[src/rtl/pmdatapath_seq_pkg.sv]
`default_nettype none
// ============================================================================
// Module : pm_pkg
// Brief  : Opcodes, FSM state encoding and opcode helpers for pmdatapath_seq.
//          Opcode 12 is legal only when PM_MUL_EN is defined.
// Rev    : 1.0
// ============================================================================
package pm_pkg;

    localparam logic [3:0] OP_NOP = 4'd0;
    localparam logic [3:0] OP_LDR = 4'd1;
    localparam logic [3:0] OP_LDA = 4'd2;
    localparam logic [3:0] OP_STA = 4'd3;
    localparam logic [3:0] OP_ADD = 4'd4;
    localparam logic [3:0] OP_SUB = 4'd5;
    localparam logic [3:0] OP_AND = 4'd6;
    localparam logic [3:0] OP_OR  = 4'd7;
    localparam logic [3:0] OP_XOR = 4'd8;
    localparam logic [3:0] OP_NOT = 4'd9;
    localparam logic [3:0] OP_SHL = 4'd10;
    localparam logic [3:0] OP_SHR = 4'd11;
    localparam logic [3:0] OP_MUL = 4'd12;

    typedef enum logic [1:0] {
        ST_IDLE = 2'd0,
        ST_EXEC = 2'd1,
        ST_MUL  = 2'd2
    } state_t;

    function automatic logic is_legal_op(input logic [3:0] op);
`ifdef PM_MUL_EN
        return (op <= OP_MUL);
`else
        return (op <= OP_SHR);
`endif
    endfunction

    // Single-cycle opcodes that write acc, carry and zero.
    function automatic logic writes_acc(input logic [3:0] op);
        return (op == OP_LDA) || ((op >= OP_ADD) && (op <= OP_SHR));
    endfunction

endpackage
`default_nettype wire

[src/rtl/pmdatapath_seq_if.sv]
`default_nettype none
// ============================================================================
// Module : pmdatapath_seq_if
// Brief  : Valid/ready command port between control unit and pmdatapath_seq.
// Rev    : 1.0
// ============================================================================
interface pmdatapath_seq_if #(
    parameter int WIDTH = 4,
    parameter int NREG  = 4
);
    localparam int AW = $clog2(NREG);

    logic             valid;
    logic             ready;
    logic [3:0]       op;
    logic [AW-1:0]    addr;
    logic [WIDTH-1:0] data;
    logic             cin;

    modport master (output valid, op, addr, data, cin, input ready);
    modport slave  (input valid, op, addr, data, cin, output ready);
endinterface
`default_nettype wire

[src/rtl/pmdatapath_seq_alu.sv]
`default_nettype none
// ============================================================================
// Module : pmalu_gen
// Brief  : Combinational WIDTH-bit ALU for the single-cycle opcodes.
// Rev    : 1.0
// ============================================================================
module pmalu_gen
    import pm_pkg::*;
#(
    parameter int WIDTH = 4
) (
    input  wire logic [WIDTH-1:0] i_acc,
    input  wire logic [WIDTH-1:0] i_operand,
    input  wire logic [3:0]       i_op,
    input  wire logic             i_cin,
    output logic      [WIDTH-1:0] o_result,
    output logic                  o_carry
);

    logic [WIDTH:0] w_wide;

    always_comb begin
        w_wide   = '0;
        o_result = i_acc;
        o_carry  = 1'b0;
        case (i_op)
            OP_LDA: o_result = i_operand;
            OP_ADD: begin
                w_wide   = {1'b0, i_acc} + {1'b0, i_operand} + {{WIDTH{1'b0}}, i_cin};
                o_result = w_wide[WIDTH-1:0];
                o_carry  = w_wide[WIDTH];
            end
            // Bit WIDTH of the extended difference is the borrow.
            OP_SUB: begin
                w_wide   = {1'b0, i_acc} - {1'b0, i_operand};
                o_result = w_wide[WIDTH-1:0];
                o_carry  = w_wide[WIDTH];
            end
            OP_AND: o_result = i_acc & i_operand;
            OP_OR:  o_result = i_acc | i_operand;
            OP_XOR: o_result = i_acc ^ i_operand;
            OP_NOT: o_result = ~i_acc;
            OP_SHL: begin
                o_result = {i_acc[WIDTH-2:0], 1'b0};
                o_carry  = i_acc[WIDTH-1];
            end
            OP_SHR: begin
                o_result = {1'b0, i_acc[WIDTH-1:1]};
                o_carry  = i_acc[0];
            end
            default: ;
        endcase
    end

endmodule
`default_nettype wire

[src/rtl/pmdatapath_seq.sv]
`default_nettype none
// ============================================================================
// Module : pmdatapath_seq
// Brief  : Sequenced accumulator datapath with register file and ALU.
//          Define PM_MUL_EN to add the multi-cycle shift-add multiplier.
// Rev    : 1.0
// ============================================================================
module pmdatapath_seq
    import pm_pkg::*;
#(
    parameter  int WIDTH = 4,
    parameter  int NREG  = 4,
    localparam int AW    = $clog2(NREG)
) (
    input  wire logic             clk,
    input  wire logic             clr,
    pmdatapath_seq_if.slave       cmd,
    input  wire logic [AW-1:0]    rd_sel,
    output logic      [WIDTH-1:0] rd_data,
    output logic      [WIDTH-1:0] acc,
    output logic                  carry,
    output logic                  zero,
    output logic                  done,
    output logic                  err
);

    state_t           r_state;
    logic [3:0]       r_op;
    logic [AW-1:0]    r_addr;
    logic [WIDTH-1:0] r_data;
    logic             r_cin;
    logic [WIDTH-1:0] r_regs [NREG];
    logic [WIDTH-1:0] r_acc;
    logic             r_carry;
    logic             r_zero;
    logic             r_done;
    logic             r_err;

    logic [WIDTH-1:0] w_operand;
    logic [WIDTH-1:0] w_alu_result;
    logic             w_alu_carry;
    logic             w_addr_ok;

    assign w_addr_ok = (int'(cmd.addr) < NREG);
    assign w_operand = r_regs[r_addr];
    assign rd_data   = (int'(rd_sel) < NREG) ? r_regs[rd_sel] : '0;
    assign cmd.ready = (r_state == ST_IDLE);
    assign acc       = r_acc;
    assign carry     = r_carry;
    assign zero      = r_zero;
    assign done      = r_done;
    assign err       = r_err;

    pmalu_gen #(.WIDTH(WIDTH)) u_alu (
        .i_acc     (r_acc),
        .i_operand (w_operand),
        .i_op      (r_op),
        .i_cin     (r_cin),
        .o_result  (w_alu_result),
        .o_carry   (w_alu_carry)
    );

`ifdef PM_MUL_EN
    localparam int                c_step_w    = $clog2(WIDTH + 1);
    localparam logic [c_step_w-1:0] c_last_step = c_step_w'(WIDTH - 1);

    logic [WIDTH-1:0]    r_mcand;
    logic [WIDTH-1:0]    r_mplier;
    logic [WIDTH-1:0]    r_prod;
    logic [c_step_w-1:0] r_step;
    logic [WIDTH-1:0]    w_prod_next;

    // Only the low WIDTH bits of the product are kept, so bits shifted out of mcand are dropped.
    assign w_prod_next = r_mplier[0] ? (r_prod + r_mcand) : r_prod;
`endif

    always_ff @(posedge clk or negedge clr) begin
        if (!clr) begin
            r_state <= ST_IDLE;
            r_op    <= OP_NOP;
            r_addr  <= '0;
            r_data  <= '0;
            r_cin   <= 1'b0;
            r_acc   <= '0;
            r_carry <= 1'b0;
            r_zero  <= 1'b1;
            r_done  <= 1'b0;
            r_err   <= 1'b0;
            for (int i = 0; i < NREG; i++) begin
                r_regs[i] <= '0;
            end
`ifdef PM_MUL_EN
            r_mcand  <= '0;
            r_mplier <= '0;
            r_prod   <= '0;
            r_step   <= '0;
`endif
        end else begin
            r_done <= 1'b0;
            r_err  <= 1'b0;
            case (r_state)
                ST_IDLE: begin
                    if (cmd.valid) begin
                        if (is_legal_op(cmd.op) && w_addr_ok) begin
                            r_op    <= cmd.op;
                            r_addr  <= cmd.addr;
                            r_data  <= cmd.data;
                            r_cin   <= cmd.cin;
                            r_state <= ST_EXEC;
                        end else begin
                            r_err <= 1'b1;
                        end
                    end
                end
                ST_EXEC: begin
`ifdef PM_MUL_EN
                    if (r_op == OP_MUL) begin
                        r_mcand  <= r_acc;
                        r_mplier <= w_operand;
                        r_prod   <= '0;
                        r_step   <= '0;
                        r_state  <= ST_MUL;
                    end else
`endif
                    begin
                        case (r_op)
                            OP_LDR:  r_regs[r_addr] <= r_data;
                            OP_STA:  r_regs[r_addr] <= r_acc;
                            default: ;
                        endcase
                        if (writes_acc(r_op)) begin
                            r_acc   <= w_alu_result;
                            r_carry <= w_alu_carry;
                            r_zero  <= (w_alu_result == '0);
                        end
                        r_done  <= 1'b1;
                        r_state <= ST_IDLE;
                    end
                end
`ifdef PM_MUL_EN
                ST_MUL: begin
                    r_prod   <= w_prod_next;
                    r_mcand  <= {r_mcand[WIDTH-2:0], 1'b0};
                    r_mplier <= {1'b0, r_mplier[WIDTH-1:1]};
                    r_step   <= r_step + 1'b1;
                    if (r_step == c_last_step) begin
                        r_acc   <= w_prod_next;
                        r_carry <= 1'b0;
                        r_zero  <= (w_prod_next == '0);
                        r_done  <= 1'b1;
                        r_state <= ST_IDLE;
                    end
                end
`endif
                default: r_state <= ST_IDLE;
            endcase
        end
    end

endmodule
`default_nettype wire

[src/flat_wrapper.sv]
// flat-port wrapper written by rule: the top's interface ports become plain ports
module pmdatapath_seq_flat import pm_pkg::*;
#(
    parameter  int WIDTH = 4,
    parameter  int NREG  = 4,
    localparam int AW    = $clog2(NREG)
)
  (clk, clr, rd_sel, rd_data, acc, carry, zero, done, err, cmd_valid, cmd_op, cmd_addr, cmd_data, cmd_cin, cmd_ready);
  pmdatapath_seq_if #(.WIDTH(WIDTH), .NREG(NREG)) cmd_i ();
  input  wire logic clk;
  input  wire logic clr;
  input  wire logic [AW-1:0] rd_sel;
  output logic      [WIDTH-1:0] rd_data;
  output logic      [WIDTH-1:0] acc;
  output logic carry;
  output logic zero;
  output logic done;
  output logic err;
  input wire logic [$bits(cmd_i.valid)-1:0] cmd_valid;
  input wire logic [$bits(cmd_i.op)-1:0] cmd_op;
  input wire logic [$bits(cmd_i.addr)-1:0] cmd_addr;
  input wire logic [$bits(cmd_i.data)-1:0] cmd_data;
  input wire logic [$bits(cmd_i.cin)-1:0] cmd_cin;
  output wire logic [$bits(cmd_i.ready)-1:0] cmd_ready;
  assign cmd_i.valid = cmd_valid;
  assign cmd_i.op = cmd_op;
  assign cmd_i.addr = cmd_addr;
  assign cmd_i.data = cmd_data;
  assign cmd_i.cin = cmd_cin;
  assign cmd_ready = cmd_i.ready;
  pmdatapath_seq #(.WIDTH(WIDTH), .NREG(NREG)) u_core (.clk(clk), .clr(clr), .cmd(cmd_i), .rd_sel(rd_sel), .rd_data(rd_data), .acc(acc), .carry(carry), .zero(zero), .done(done), .err(err));
endmodule
[config.mk]
export PLATFORM = sky130hd
export DESIGN_NAME = pmdatapath_seq_flat
export DESIGN_NICKNAME = d
export VERILOG_FILES = /design/src/rtl/pmdatapath_seq_pkg.sv /design/src/rtl/pmdatapath_seq_if.sv /design/src/rtl/pmdatapath_seq_alu.sv /design/src/rtl/pmdatapath_seq.sv /design/src/flat_wrapper.sv
export SDC_FILE = /design/constraint.sdc
export NUM_CORES = 1
export LEC_CHECK = 0
export BUFFER_PORTS_ARGS = -buffer_cell sky130_fd_sc_hd__buf_2
export CORE_ASPECT_RATIO = 0.75
export CORE_UTILIZATION = 55
export CTS_CLUSTER_DIAMETER = 100
export DETAILED_ROUTE_END_ITERATION = 7
export PLACE_DENSITY = 0.82
export SLEW_MARGIN = 20
export SYNTH_ARGS = -nofsm -noshare
export SYNTH_HDL_FRONTEND = slang
export SYNTH_SLANG_ARGS = --single-unit
[constraint.sdc]
create_clock -name clk -period 3.94 [get_ports clk]
set_input_delay 0.985 -clock clk [delete_from_list [all_inputs] [get_ports clk]]
set_output_delay 0.985 -clock clk [all_outputs]
set_load 0.05 [all_outputs]
==> key figures, run 1 <==
Outcome
  • Status: finished, final reports clean

Logic synthesis
  • Cell accounting for the most synthesized area: dfrtp_1
  • Avg Inst Size Synth: 9.31 um2
  • Cells after synthesis: approximately 270
  • Post-Syn Nets: 301
  • Mapped Area: 2470 um2
  • Yosys reg bits: 36
  • Top cell type's share of synthesized area: 35.5%
  • EDFF count, synth: 0
  • Top area cells in the synthesized netlist: dfrtp_1 (36%), ha_1 (8.6%), nand2_1 (6.1%)
  • Yosys cell types: 55
  • Synth Flop Type: dfrtp_1
  • Post-synth ARST share: 100%
  • Sequential share of the synthesized area: 36.6%
  • Synth warn: 0

Detailed routing
  • Met3 wire len: 470 um
  • TritonRoute pass-1 iters: 5
  • Final ANT Viol Nets: 0
  • First DRT Iteration DRCs: about 230
  • DRC Markers: 0
  • Total wire length: 5740 um
  • Via count: 2094
  • DR WL/cell: roughly 17 um
  • Met2 WL post-DR: between 2000 and 2500 um
  • Met1 wire length: 2780 um
  • Via/cell ratio: 6.09
  • DR top layer: met4

Setup path
  • Required time of the worst setup path: around 4.1 ns
  • Worst Path Buf+Inv: 0
  • Worst path max stage delay: 0.62 ns
  • Flop2flop setup slack: 0.68 ns
  • CP max-delay cell: mux4_2
  • CP startpoint kind: flop
  • CP cell instances: mux4_2 -> fa_1 -> fa_1 -> xnor2_1 -> a22oi_1 -> nor4b_1 -> o211ai_1 -> o31ai_1
  • Setup CP Type: reg -> reg
  • Critical Path AT: 3.46 ns
  • Critical Path End Type: flop
  • Crit Reg-Reg Startpoint: u_core.r_addr[0]$_DFFE_PN0P_
  • Worst R2R Path Depth: 8
  • Most frequent CP cell: fa_1
  • Worst path top cell family by delay: adder cells
  • Reg2reg end: u_core.zero$_DFFE_PN1P_
  • Maximum fanout along the worst path: 8

Power
  • Pwr dens: around 710 nW/um2
  • Peak supply drop: roughly 0.00043 V
  • Leak pwr: 1.27 nW

GRT
  • Grt ovf: 0
  • Initial antenna violation count: 0
  • Number of global-route vias before repair: approximately 1800
  • First-pass GRT wire length: 9230 um
  • Gr usage total: 26.4%
  • Largest net degree at the start of global routing: 37

Floorplan
  • Die Ht: 60.0 um
  • Chip Width: 79.3 um
  • Die ar.: 4760 um2
  • Core Region: 4180 um2
  • I/O pin cnt: 29
  • Starting Density: between 50% and 60%
  • Row Count: 20

Cells and area
  • Fill cells: between 300 and 400
  • Post-route insts no fill: 344
  • ANT cells: 0
  • Layout cell share with drive strength beyond 1: approximately 18%
  • Nets: 324
  • Syn-to-layout area delta: 10.4%
  • Most common cell after layout, fill and taps aside: nand2_1
  • Most frequent cells in the layout: nand2_1 (40), dfrtp_1 (35), nor2_1 (29)

Placed design
  • IO buf count: 28
  • Gpl congestion: 0.970
  • DPL Wire Length: 4150 um
  • Placed cell count: around 340

Clocking
  • Root buffer cell: clkbuf_8
  • H-tree depth: 2
  • CTS tree: done
  • Worst skew pair latency: 0.29 ns
  • Post-CTS setup buffer count: 0
  • Resize count post-CTS: 0
  • CTS sink count: 36
  • Total CTS buffers: 5
  • Clk buf depth: 2
  • Hold_buf cts: 0
  • Reg clk slew, reported paths: 0.08 ns

Min path
  • Hold Path End: u_core.r_data[2]$_DFFE_PN0P_
  • Hold_sp: u_core.r_data[2]$_DFFE_PN0P_
  • Hold Crit Class: reg -> reg
  • Hold path cells: 2

STA
  • Fin crit period: 3.26 ns
  • Max_slew headroom: 35.8%
  • RSZ-0062 raised after global routing: false
  • Max-slew violation count: 0
  • Setup Skew: ~0.007 ns
  • Max frequency: 307 MHz
  • Setup tns final: 0 ns
  • Final hold vios: 0
  • Final setup violation count: 0
  • Transition time of the tightest slew-check pin: 0.964 ns
  • Fin crit share: 82.7%

Flow run
  • Max-cap violations: 0
-- worst register-to-register path: stages, from the launching register on --
cell	delay (ns)
dfrtp_1	0.53
mux4_2	0.62
fa_1	0.43
fa_1	0.41
xnor2_1	0.14
a22oi_1	0.19
nor4b_1	0.42
o211ai_1	0.16
o31ai_1	0.27
-- state kept, by name, indices dropped and copies added, names as in the netlist, 2 cells and up --
signal / count
u_core.r_op: 4
u_core.r_regs: 16
u_core.r_addr: 2
u_core.acc: 4
u_core.r_data: 4
-- per-stage QoR --
step | hold WS (ns) | cell area, um2 | setup WS (ns) | util, % | power (W)
after CTS | 0.485 | 2720 | 0.696 | 65.1 | 0.00193
after global placement | 0.459 | 2610 | 0.840 | 62.5 | 0.00157
after detailed placement | 0.465 | 2610 | 0.788 | 62.5 | 0.00160
after global routing | 0.504 | 2720 | 0.510 | 65.1 | 0.00206
after floorplan | 0.407 | 2470 | 1.10 | - | 0.00136
final | 0.488 | 2720 | 0.681 | 65.1 | 0.00194
-- logic make-up after synthesis --
kind of cell               share of synthesized area [%]
AOI/OAI and AO/OA                                   14.7
xor gates and xnor gates                           0.710
adders and majority gates                           11.1
buffers and inverters                               4.92
DFF                                                 36.6
muxes                                               9.74
and+or+nand+nor                                     22.3
-- power breakdown --
| part | internal [W] | switching [W] |
|---|---|---|
| registers | 0.000476 | 0.000150 |
| clock network | 0.000188 | 0.000132 |
| logic | 0.000397 | 0.000601 |
| total | 0.00106 | 0.000883 |
-- layout make-up --
cell class              instances  area, um2  area share, %
repair buffers                 29        148           5.43
clock buffers                   6       72.6           2.67
inverters                      14       52.6           1.93
well taps                      55       68.8           2.53
multi-input cells             202       1440           53.0
flip-flops and latches         36        902           33.1
clock inverters                 2       35.0           1.29
-- Yosys cell counts (3+ instances only) --
library cell   n
o21ai_0       15
inv_1         14
nor2_1        29
nand2_1       40
nand3_1        5
dfrtp_1       35
ha_1          17
nor3_1         7
mux2i_1        3
a22oi_1        3
a21oi_1       18
nand2b_1       9
mux4_2         6
nor2b_1        3
fa_1           3
clkbuf_1       8
-- metal layers --
layer | GRT usage [%] | vias to the layer above
li1 | - | 971
met4 | 8.57 | 0
met3 | 5.50 | 14
met5 | 0 | -
met2 | 37.9 | 109
met1 | 39.7 | 1000
-- how the worst max path moves through the flow --
stage,cells after the start,endpoint,startpoint,slack [ns]
after global routing,8,u_core.zero$_DFFE_PN1P_,u_core.r_addr[0]$_DFFE_PN0P_,0.51
after CTS,8,u_core.zero$_DFFE_PN1P_,u_core.r_addr[0]$_DFFE_PN0P_,0.70
after global placement,8,u_core.zero$_DFFE_PN1P_,u_core.r_addr[0]$_DFFE_PN0P_,0.84
after floorplan,9,u_core.zero$_DFFE_PN1P_,u_core.r_addr[0]$_DFFE_PN0P_,1.10
after detailed placement,8,u_core.acc[1]$_DFFE_PN0P_,u_core.r_addr[0]$_DFFE_PN0P_,0.79
final,8,u_core.zero$_DFFE_PN1P_,u_core.r_addr[0]$_DFFE_PN0P_,0.68
(Power assumes the default switching activity.)
==> inputs of run 2 (changes only) <==
==> constraint.sdc (replaced) <==
create_clock -name clk -period 3 [get_ports clk]
set_input_delay 0.75 -clock clk [delete_from_list [all_inputs] [get_ports clk]]
set_output_delay 0.75 -clock clk [all_outputs]
set_load 0.05 [all_outputs]
==> run 2 against run 1 <==
Final area increased by 2.2%. Die area unchanged. Via count increased by 1.4%. Sequential cell count unchanged. Combinational power increased by 40%. Global-route usage increased by 1.6 points. Largest power group unchanged. Highest routed layer unchanged.
==> key figures, run 2 (same netlist as run 1, synthesis figures left out) <==
Detailed routing
  • TritonRoute pass-1 iters: 5
  • First DRT Iteration DRCs: 213
  • Via count: 2123
  • Final ANT Viol Nets: 0
  • Via/cell ratio: 6.07
  • Total wire length: 5890 um
  • DR WL/cell: 16.8 um
  • Met2 WL post-DR: 2450 um
  • Met3 wire len: 644 um
  • Met1 wire length: roughly 2700 um
  • DRC Markers: 0
  • DR top layer: met4

Floorplan
  • Starting Density: 59.0%
  • Die ar.: 4760 um2
  • Row Count: 20
  • I/O pin cnt: 29
  • Chip Width: 79.3 um
  • Core Region: 4180 um2
  • Die Ht: around 60 um

Placed design
  • Gpl congestion: 0.958
  • IO buf count: 28
  • DPL Wire Length: around 4300 um

STA
  • Transition time of the tightest slew-check pin: 0.920 ns
  • Final hold vios: 0
  • Setup tns final: 0 ns
  • Max_slew headroom: 38.7%
  • Setup Skew: 0.00969 ns
  • Max frequency: between 300 and 400 MHz
  • Fin crit period: 2.86 ns
  • RSZ-0062 raised after global routing: false
  • Fin crit share: 95.5%
  • Max-slew violation count: 0
  • Final setup violation count: 0
  • Hold slack final: 0.481 ns

GRT
  • First-pass GRT wire length: 9480 um
  • Grt ovf: 0
  • Number of global-route vias before repair: 1943
  • Initial antenna violation count: 0
  • Gr usage total: 28.0%
  • Largest net degree at the start of global routing: 37

Clocking
  • Clk buf depth: 2
  • Root buffer cell: clkbuf_8
  • Reg clk slew, reported paths: 0.07 ns
  • Worst skew pair latency: 0.31 ns
  • Total CTS buffers: 5
  • H-tree depth: 2
  • CTS sink count: 36
  • CTS tree: done

Setup path
  • Maximum fanout along the worst path: 4
  • Crit Reg-Reg Startpoint: u_core.r_addr[0]$_DFFE_PN0P_
  • Critical Path AT: 3.11 ns
  • Required time of the worst setup path: 3.24 ns
  • CP startpoint kind: flop
  • Setup CP Type: reg -> reg
  • Setup crit start: u_core.r_addr[0]$_DFFE_PN0P_
  • Worst R2R Path Depth: 9
  • Critical Path End Type: flop

Cells and area
  • Most frequent cells in the layout: nand2_1 (40), dfrtp_1 (35), nor2_1 (29)
  • Syn-to-layout area delta: 12.7%
  • Fill cells: around 320
  • Most common cell after layout, fill and taps aside: nand2_1
  • ANT cells: 0
  • Area of the multi-input gates: 1480 um2
  • Max reg flops: 16
  • Register area: between 900 and 1000 um2
  • Nets: 330
  • Layout cell share with drive strength beyond 1: 21.4%
  • Top reg by flops: u_core.r_regs

Min path
  • Hold Crit Class: reg -> reg
  • Hold path cells: 2
  • Hold_sp: u_core.zero$_DFFE_PN1P_

Outcome
  • Status: finished, final reports clean

Power
  • Pwr dens: 914 nW/um2
  • Leak pwr: around 1.3 nW
  • Pwr Total: 0.00254 W
  • Peak supply drop: 0.000519 V

Flow run
  • Max-cap violations: 0
run 2: cell count changes in the layout (fill, tap and decap cells not counted), sizes merged:
cell,before,now
buf,29,35
clkbuf,6,5
clkinv,1,3
bufinv,1,0
run 2: where the power goes:
part / switching [W] / internal (W)
registers: 0.000166 / 0.000625
clock network: 0.000187 / 0.000162
logic: 0.000835 / 0.000565
total: 0.00119 / 0.00135
run 2: per-layer routing:
layer  GRT usage (%)  vias to the layer above
li1                -                      984
met1            40.8                      991
met2            37.9                      136
met3            8.55                       12
met4            12.7                        0
met5               0                        -
run 2: what timing repair did:
item                                    in CTS  in global routing
hold buffers                                 0                  0
pin swaps                                    0                  2
buffers inserted                             0                  2
endpoints found under the setup margin       1                  2
gates resized for setup                      1                  4
run 2: layout make-up:
type | count | share of cell area (%)
inverters | 14 | 1.89
flip-flops and latches | 36 | 32.4
multi-input cells | 202 | 53.1
well taps | 55 | 2.48
repair buffers | 35 | 6.93
clock buffers | 5 | 2.48
clock inverters | 3 | 0.675
run 2: critical path: stages, from the launching register on:
cell	delay [ns]
dfrtp_1	0.37
mux4_2	0.57
buf_4	0.17
ha_1	0.21
fa_1	0.44
and2_1	0.18
o32ai_2	0.33
nor3_1	0.12
a211oi_2	0.23
mux2_2	0.18
run 2: per-stage QoR:
step	instance area, um2	instances	util, %	worst slack [ns]
floorplan	2470	265	-	0.160
global placement	2640	340	63.3	0.103
detailed placement	2640	340	63.3	0.0179
CTS	2740	348	65.5	0.0184
global route	2780	350	66.5	0.0190
finish	2780	350	66.5	0.136
run 2: worst paths after layout:
kind | endpoint | slack, ns
setup / recovery | u_core.acc[1]$_DFFE_PN0P_ | 0.14
hold / removal | u_core.zero$_DFFE_PN1P_ | 0.48
setup reg to reg | u_core.acc[1]$_DFFE_PN0P_ | 0.14
hold reg to reg | u_core.zero$_DFFE_PN1P_ | 0.48
max in group asynchronous | u_core.r_state[0]$_DFFE_PN0P_ | 1.98
min in group asynchronous | u_core.r_regs[2]$_DFFE_PN0P_ | 0.52
